<file path="src/rtl/pwm_cfg_if.sv">
// pwm_cfg_if: config record, commit events and active PWM parameters between parser, scheduler and channels
interface pwm_cfg_if #(
    parameter int CH_NUM = 8,
    parameter int CNT_W  = 28
);
    logic                    cfg_vld;
    logic [7:0]              cfg_channel;
    logic                    cfg_en;
    logic [CNT_W-1:0]        cfg_period;
    logic [CNT_W-1:0]        cfg_hlevel;
    logic [CH_NUM-1:0]       ch_cycle_end;
    logic                    commit_all;
    logic [CH_NUM-1:0]       ch_en;
    logic [CH_NUM*CNT_W-1:0] ch_period;
    logic [CH_NUM*CNT_W-1:0] ch_hlevel;
    logic [CH_NUM-1:0]       ch_load;
    logic [CH_NUM-1:0]       pending;
    logic                    cfg_err;
    logic [15:0]             ovr_cnt;
    logic [15:0]             err_cnt;

    modport master (
        output cfg_vld, cfg_channel, cfg_en, cfg_period, cfg_hlevel, ch_cycle_end, commit_all,
        input  ch_en, ch_period, ch_hlevel, ch_load, pending, cfg_err, ovr_cnt, err_cnt
    );

    modport slave (
        input  cfg_vld, cfg_channel, cfg_en, cfg_period, cfg_hlevel, ch_cycle_end, commit_all,
        output ch_en, ch_period, ch_hlevel, ch_load, pending, cfg_err, ovr_cnt, err_cnt
    );
endinterface

</file>
<file path="src/rtl/pwm_cfg_sched.sv">
// pwm_cfg_sched: sanitizes PWM config records into per-channel shadows and commits them at safe points
module pwm_cfg_sched #(
    parameter int CH_NUM    = 8,
    parameter int CNT_W     = 28,
    parameter int SYNC_MODE = 0
) (
    input logic clk,
    input logic rst,
    pwm_cfg_if.slave bus
);
    localparam logic [8:0] CH_LIM = 9'(CH_NUM);

    logic             s0_vld, s0_en, s0_bad, s0_ok, san_en, ovr_inc;
    logic [7:0]       s0_ch;
    logic [CNT_W-1:0] s0_per, s0_hl, san_hl;
    logic [CNT_W-1:0] sh_per [CH_NUM];
    logic [CNT_W-1:0] sh_hl [CH_NUM];
    logic [CNT_W-1:0] act_per [CH_NUM];
    logic [CNT_W-1:0] act_hl [CH_NUM];
    logic [CH_NUM-1:0] sh_en, wr, commit;

    always_comb begin
        wr      = '0;
        commit  = '0;
        s0_bad  = s0_vld && ({1'b0, s0_ch} >= CH_LIM);
        s0_ok   = s0_vld && !s0_bad;
        san_en  = s0_en && (s0_per != '0);
        san_hl  = (s0_per == '0) ? '0 : (s0_hl > s0_per) ? s0_per : s0_hl;
        // a disabled channel has no period in flight, so it may take its config immediately
        for (int i = 0; i < CH_NUM; i++) begin
            wr[i]     = s0_ok && (s0_ch == 8'(i));
            commit[i] = bus.pending[i] && (!bus.ch_en[i] || bus.commit_all ||
                        ((SYNC_MODE == 0) && bus.ch_cycle_end[i]));
        end
        ovr_inc = |(wr & bus.pending & ~commit);
    end

    for (genvar i = 0; i < CH_NUM; i++) begin : g_pack
        assign bus.ch_period[i*CNT_W +: CNT_W] = act_per[i];
        assign bus.ch_hlevel[i*CNT_W +: CNT_W] = act_hl[i];
    end

    always_ff @(posedge clk or posedge rst) begin
        if (rst) begin
            s0_vld      <= 1'b0;
            s0_ch       <= '0;
            s0_en       <= 1'b0;
            s0_per      <= '0;
            s0_hl       <= '0;
            sh_en       <= '0;
            bus.ch_en   <= '0;
            bus.ch_load <= '0;
            bus.pending <= '0;
            bus.cfg_err <= 1'b0;
            bus.ovr_cnt <= '0;
            bus.err_cnt <= '0;
            for (int i = 0; i < CH_NUM; i++) begin
                sh_per[i]  <= '0;
                sh_hl[i]   <= '0;
                act_per[i] <= '0;
                act_hl[i]  <= '0;
            end
        end else begin
            s0_vld      <= bus.cfg_vld;
            s0_ch       <= bus.cfg_channel;
            s0_en       <= bus.cfg_en;
            s0_per      <= bus.cfg_period;
            s0_hl       <= bus.cfg_hlevel;
            bus.cfg_err <= s0_bad;
            bus.ch_load <= commit;
            bus.pending <= wr | (bus.pending & ~commit);
            if (s0_bad && bus.err_cnt != 16'hFFFF)
                bus.err_cnt <= bus.err_cnt + 16'd1;
            if (ovr_inc && bus.ovr_cnt != 16'hFFFF)
                bus.ovr_cnt <= bus.ovr_cnt + 16'd1;
            // commit reads the pre-write shadow, so a same-edge record stays pending
            for (int i = 0; i < CH_NUM; i++) begin
                if (commit[i]) begin
                    bus.ch_en[i] <= sh_en[i];
                    act_per[i]   <= sh_per[i];
                    act_hl[i]    <= sh_hl[i];
                end
                if (wr[i]) begin
                    sh_en[i]  <= san_en;
                    sh_per[i] <= s0_per;
                    sh_hl[i]  <= san_hl;
                end
            end
        end
    end
endmodule

</file>
<file path="src/flat_wrapper.sv">
// flat-port wrapper written by rule: the top's interface ports become plain ports
module pwm_cfg_sched_flat 
#(
    parameter int CH_NUM    = 8,
    parameter int CNT_W     = 28,
    parameter int SYNC_MODE = 0
)
  (clk, rst, bus_cfg_vld, bus_cfg_channel, bus_cfg_en, bus_cfg_period, bus_cfg_hlevel, bus_ch_cycle_end, bus_commit_all, bus_ch_en, bus_ch_period, bus_ch_hlevel, bus_ch_load, bus_pending, bus_cfg_err, bus_ovr_cnt, bus_err_cnt);
  pwm_cfg_if #(.CH_NUM(CH_NUM), .CNT_W(CNT_W)) bus_i ();
  input logic clk;
  input logic rst;
  input wire logic [$bits(bus_i.cfg_vld)-1:0] bus_cfg_vld;
  input wire logic [$bits(bus_i.cfg_channel)-1:0] bus_cfg_channel;
  input wire logic [$bits(bus_i.cfg_en)-1:0] bus_cfg_en;
  input wire logic [$bits(bus_i.cfg_period)-1:0] bus_cfg_period;
  input wire logic [$bits(bus_i.cfg_hlevel)-1:0] bus_cfg_hlevel;
  input wire logic [$bits(bus_i.ch_cycle_end)-1:0] bus_ch_cycle_end;
  input wire logic [$bits(bus_i.commit_all)-1:0] bus_commit_all;
  output wire logic [$bits(bus_i.ch_en)-1:0] bus_ch_en;
  output wire logic [$bits(bus_i.ch_period)-1:0] bus_ch_period;
  output wire logic [$bits(bus_i.ch_hlevel)-1:0] bus_ch_hlevel;
  output wire logic [$bits(bus_i.ch_load)-1:0] bus_ch_load;
  output wire logic [$bits(bus_i.pending)-1:0] bus_pending;
  output wire logic [$bits(bus_i.cfg_err)-1:0] bus_cfg_err;
  output wire logic [$bits(bus_i.ovr_cnt)-1:0] bus_ovr_cnt;
  output wire logic [$bits(bus_i.err_cnt)-1:0] bus_err_cnt;
  assign bus_i.cfg_vld = bus_cfg_vld;
  assign bus_i.cfg_channel = bus_cfg_channel;
  assign bus_i.cfg_en = bus_cfg_en;
  assign bus_i.cfg_period = bus_cfg_period;
  assign bus_i.cfg_hlevel = bus_cfg_hlevel;
  assign bus_i.ch_cycle_end = bus_ch_cycle_end;
  assign bus_i.commit_all = bus_commit_all;
  assign bus_ch_en = bus_i.ch_en;
  assign bus_ch_period = bus_i.ch_period;
  assign bus_ch_hlevel = bus_i.ch_hlevel;
  assign bus_ch_load = bus_i.ch_load;
  assign bus_pending = bus_i.pending;
  assign bus_cfg_err = bus_i.cfg_err;
  assign bus_ovr_cnt = bus_i.ovr_cnt;
  assign bus_err_cnt = bus_i.err_cnt;
  pwm_cfg_sched #(.CH_NUM(CH_NUM), .CNT_W(CNT_W), .SYNC_MODE(SYNC_MODE)) u_core (.clk(clk), .rst(rst), .bus(bus_i));
endmodule
</file>
<file path="config.mk">
export PLATFORM = sky130hd
export DESIGN_NAME = pwm_cfg_sched_flat
export DESIGN_NICKNAME = d
export VERILOG_FILES = /design/src/rtl/pwm_cfg_if.sv /design/src/rtl/pwm_cfg_sched.sv /design/src/flat_wrapper.sv
export SDC_FILE = /design/constraint.sdc
export NUM_CORES = 2
export LEC_CHECK = 0
export CORE_ASPECT_RATIO = 2
export CORE_MARGIN = 2
export CORE_UTILIZATION = 40
export CTS_BUF_LIST = sky130_fd_sc_hd__clkbuf_4
export DETAILED_ROUTE_END_ITERATION = 6
export SKIP_CTS_REPAIR_TIMING = 1
export SYNTH_ARGS = -nofsm -noshare
export SYNTH_HDL_FRONTEND = slang
export SYNTH_SLANG_ARGS = --single-unit
</file>
<file path="constraint.sdc">
create_clock -name clk -period 32.9 [get_ports clk]
set_input_delay 6.58 -clock clk [delete_from_list [all_inputs] [get_ports clk]]
set_output_delay 6.58 -clock clk [all_outputs]
set_load 0.005 [all_outputs]
</file>
# [Word level (Yosys, flattened, before mapping)]
# Index checks and enable logic that the tools add are counted.
[totals] reg_bits=1027 inputBits=77 output_inout_bits=505 word_cells=128
[classes] add_sub_neg=2 n_lt_le_gt_ge=2 n_eq_ne=9 muxes=2 n_bitwise=5 n_reduce_logical=50
[op_table] cell="28-bit 2-to-1 mux" count=2
[op_table] cell="16-bit by 1-bit adder with 16-bit output, second input constant" count=2
[op_table] cell="8-bit by 3-bit equality test with 1-bit output, second input constant" count=4
[op_table] cell="16-bit inequality test, second input constant" count=2
[op_table] cell="28-bit greater-than comparator" count=1
[op_table] cell="28-bit zero test" count=1
[op_table] cell="28-bit nonzero test" count=1
[op_table] cell="8-bit bitwise AND" count=3
[op_table] cell="1-bit logical AND" count=21
[op_table] cell="8-bit by 2-bit equality test with 1-bit output, second input constant" count=2
[op_table] cell="1-bit logical OR" count=16
[op_table] cell="1-bit zero test" count=9
[op_table] cell="8-bit by 1-bit equality test with 1-bit output, second input constant" count=1
[op_table] cell="8-bit by 4-bit greater-or-equal comparator with 1-bit output, second input constant" count=1
[op_table] cell="8-bit zero test" count=1
[op_table] cell="8-bit inverter" count=1
[op_table] cell="8-bit bitwise OR" count=1
[op_table] cell="8-bit OR reduction" count=1

# [Logic depth before layout (Yosys ltp)]
[logic_depth] depth_word=9 ltp_mapped=10 mapped_depth_nobuf=8

# [Worst setup path after synthesis]
# OpenSTA, ideal clock, no wires.
[synth_timing] kind="input to register" startpoint="in bus_commit_all" endpoint="reg u_core.act_per (netlist bit u_core.bus.ch_period[196])" setup_ps=125 arrival_ps=8088 t_required_ps=32775 setup_slack_ps=24687 path_stages=7 n_path_buf=4 cell_sequence="clkbuf_1 -> nor3b_1 -> nand2b_1 -> clkbuf_1 -> buf_2 -> buf_2 -> mux2_2"
[synth_between] elab_chain_len=3
[synth_lines] item="start: declaration" line="flat_wrapper.sv:18" source="input wire logic [$bits(bus_i.commit_all)-1:0] bus_commit_all;"
[synth_lines] item="1-bit logical OR (2 in a row)" line="pwm_cfg_sched.sv:32" source="commit[i] = bus.pending[i] && (!bus.ch_en[i] || bus.commit_all ||"
[synth_lines] item="1-bit logical AND" line="pwm_cfg_sched.sv:32"
[synth_lines] item="end signal: indexed assignment" line="pwm_cfg_sched.sv:80" source="act_per[i] <= sh_per[i];"
[synth_lines] item="end: declaration" line="pwm_cfg_sched.sv:18" source="logic [CNT_W-1:0] act_per [CH_NUM];"
# No other way between the ends.
# A chain may end at the register's enable or synchronous reset.

==> impl_metrics.toml <==
[global_routing]
grt_usage_pct = 27.64
antenna_found_initial = 10
grt_pass1_wl_um = 198800
grt_max_degree = 175
grt_pass1_vias = 29230
grtUsageMet2_pct = 47.43
busiest_layer = "met2"
gr-total-overflow = 0
grt_use_met3_pct = 8.272
grtUsageMet1_pct = 32.98

[critical_path]
crit_buf_inv = 5
worstPathCellList = "clkdlybuf4s50_1 -> clkinvlp_4 -> buf_12 -> buf_4 -> buf_4"
crit_family = "buffers and inverters"
path_common_cell = "buf_4"
worstPathMaxFanout = 172
crit_slowest_cell = "buf_4"
worst_setup_path_end_kind = "async pin"
slowest_delay_ps = 890
crit_required_ps = 34010
path_class = "in2async"
crit_path_start_kind = "input pin"
arrival_ps = 10320
rrSetupSlack_ps = 28070

[flow_run]
maxCapViolCount = 0

[detailed_routing]
drt_iter0_markers = 1985
route.detailed.drc = 0
vias_per_cell = 5.162
drtAntennaViolNets = 0
num_vias = 29080
wire_per_inst_um = 24.21
first_pass_iters = 5
wirelength_um = 136400

[timing]
hold_violations = 0
fmax_mhz = 108.6
worst_slew_pin_slew_ps = 1303
max_slew_margin_pct = 13.04
drv_slew = 0
period_share_pct = 27.99
hold_ws_ps = 448.8
period_needed_ps = 9208
fin_worst_skew_ps = 61.60
rsz0062_at_grt = "false"
fin_tns_setup_ps = 0
setup_viol = 0

[placement]
gp_congestion = 0.8249
numPortBuffers = 581
dp_hpwl_um = 91210

[cells_and_area]
area_growth_pct = 26.05
nFillCells = 9000
drive_gt1_share_pct = 15.27
nets = 4337

[logic_synthesis]
synthFlopType = "dfrtp_1"
synth_area_leaders = "dfrtp_1, nand2_1, mux2_2"
syn_area_per_cell_um2 = 10.92
netlist_instances = 3562
synth_top_area_share_pct = 66.07
yosysWarnings = 0
syn_area_mm2 = 0.03889
yosys.area.top_type = "dfrtp_1"
synth-async-reset-ratio_pct = 100.0
synth_seq_cells = 1027
synth_nets = 3669
synth_edf_count = 0
synth.distinct_cells = 60
ys_seq_area_share_pct = 66.07
synth_common_cells = "nand2_1, dfrtp_1, nor2_1"
synth_most_common_cell = "nand2_1"

[power]
power.switching_mw = 0.6476
vdd_drop_max_v = 0.00004375
seqPwrFrac_pct = 53.3
power_frac_comb_pct = 6.6
power_mw = 2.523
p_sw_share_pct = 25.67
power_leakage_nw = 24.08
powerDensity_mw_per_mm2 = 51.46
power.internal_mw = 1.875
p_clk_share_pct = 40.1

[floorplanning]
dieArea_mm2 = 0.09990
core-area_mm2 = 0.09629
rows = 161
initial_core_util_pct = 40.39
die_w_um = 224.5
die_h_um = 445.0
ios = 582

[clocking]
htree_num_levels = 4
clock_latency_ps = 1190
cts_tree = "built"
ctsRootBufferMaster = "clkbuf_4"
clockBufferDepth = 3
clkSinkCount = 1027
clk_pin_slew_ps = 70
cts_buffers = 227

[min_path]
hp-class = "reg2reg"

[outcome]
outcome = "finished, final reports clean"
-- path summary, 6_finish.rpt --
| kind | startpoint | to | depth (start not counted) |
|---|---|---|---|
| max in group clk | u_core.bus.ch_en[7] | bus_ch_en[7] | 1 |
| setup / recovery | rst | u_core.bus.ch_hlevel[41] | 5 |
| min in group asynchronous | rst | u_core.bus.ch_period[64] | 2 |
| setup reg to reg | u_core.s0_per[9] | u_core.sh_hl[161] | 9 |
| hold / removal | u_core.sh_hl[114] | u_core.bus.ch_hlevel[86] | 2 |
| hold reg to reg | u_core.sh_hl[114] | u_core.bus.ch_hlevel[86] | 2 |
-- through the flow --
stage / std cells / setup slack (ps) / cell area (um^2) / util, %
detailed placement: 5223 / 22410 / 46070 / 47.85
finish: 5634 / 23690 / 49030 / 50.92
global route: 5631 / 23240 / 49020 / 50.91
CTS: 5624 / 23720 / 49000 / 50.89
floorplan: 3562 / 12160 / 38900 / -
global placement: 5223 / 22490 / 46070 / 47.85
-- placed cells by master, fill, tap and decap left out, drive strengths merged, types with 14 or more instances in the layout --
cell type,instances
a31oi,226
buf,57
clkbuf,337
clkdlybuf4s50,581
clkinv,53
dfrtp,1027
ha,30
inv,52
mux2,172
nand2,1223
nand3,14
nand4,21
nor2,237
o2111ai,28
o21ai,209
xnor2,17
-- cell families (layout without fill, tap and decap cells) --
kind of cell	Yosys count	count (layout)	share of synthesized area, %
other	0	10	0
buffers and inverters	249	1089	2.651
flip-flops	1027	1027	66.07
XOR/XNOR	28	28	0.6305
AO/OA/AOI/OAI	494	494	8.686
adder cells (fa/ha/maj)	30	30	0.9651
multiplexers	175	175	5.089
AND/OR/NAND/NOR	1559	1559	15.90
-- power by group through the flow --
stage / Clock [mW] / Sequential (mW) / Combinational [mW]
after CTS: 1.04 / 1.35 / 0.170
after global routing: 1.11 / 1.35 / 0.184
after global placement: 0 / 1.37 / 0.167
after floorplan: 0 / 1.36 / 0.0907
final: 1.01 / 1.35 / 0.166
after detailed placement: 0 / 1.37 / 0.170
-- sequential cells by signal, summed over array words and instances, names as in the netlist --
signal / count
u_core.s0_hl: 28
u_core.bus.ch_en: 8
u_core.bus.ovr_cnt: 16
u_core.sh_en: 8
u_core.sh_per: 224
u_core.s0_en: 1
u_core.bus.ch_hlevel: 224
u_core.s0_vld: 1
u_core.bus.ch_period: 224
u_core.bus.pending: 8
u_core.bus.err_cnt: 16
u_core.bus.ch_load: 8
u_core.s0_per: 28
u_core.sh_hl: 224
u_core.bus.cfg_err: 1
u_core.s0_ch: 8
-- worst min-delay path, cell delays in order (launching register included) --
cell and delay (ps):
dfrtp_1 350, nand2_1 50, nand2_1 50
-- final cells by class --
cell class	count	area (um^2)	share of cell area (%)
antenna	10	25.02	0.05104
timing repair buffer	638	6281	12.81
sequential	1027	25700	52.42
clock buffer	337	2530	5.160
multi-input combinational	2286	12370	25.23
tap	1222	1529	3.119
inverter	50	192.7	0.3930
clock inverter	64	401.6	0.8192
-- layer usage --
metal	share of wire, %	wire length, um	vias up
li1	-	-	13300
met3	7.8	10590	219
met2	50	68820	1113
met1	39	52850	14430
met5	0.076	104	-
met4	3.0	4041	16
Power figures use the tool's default switching activity.
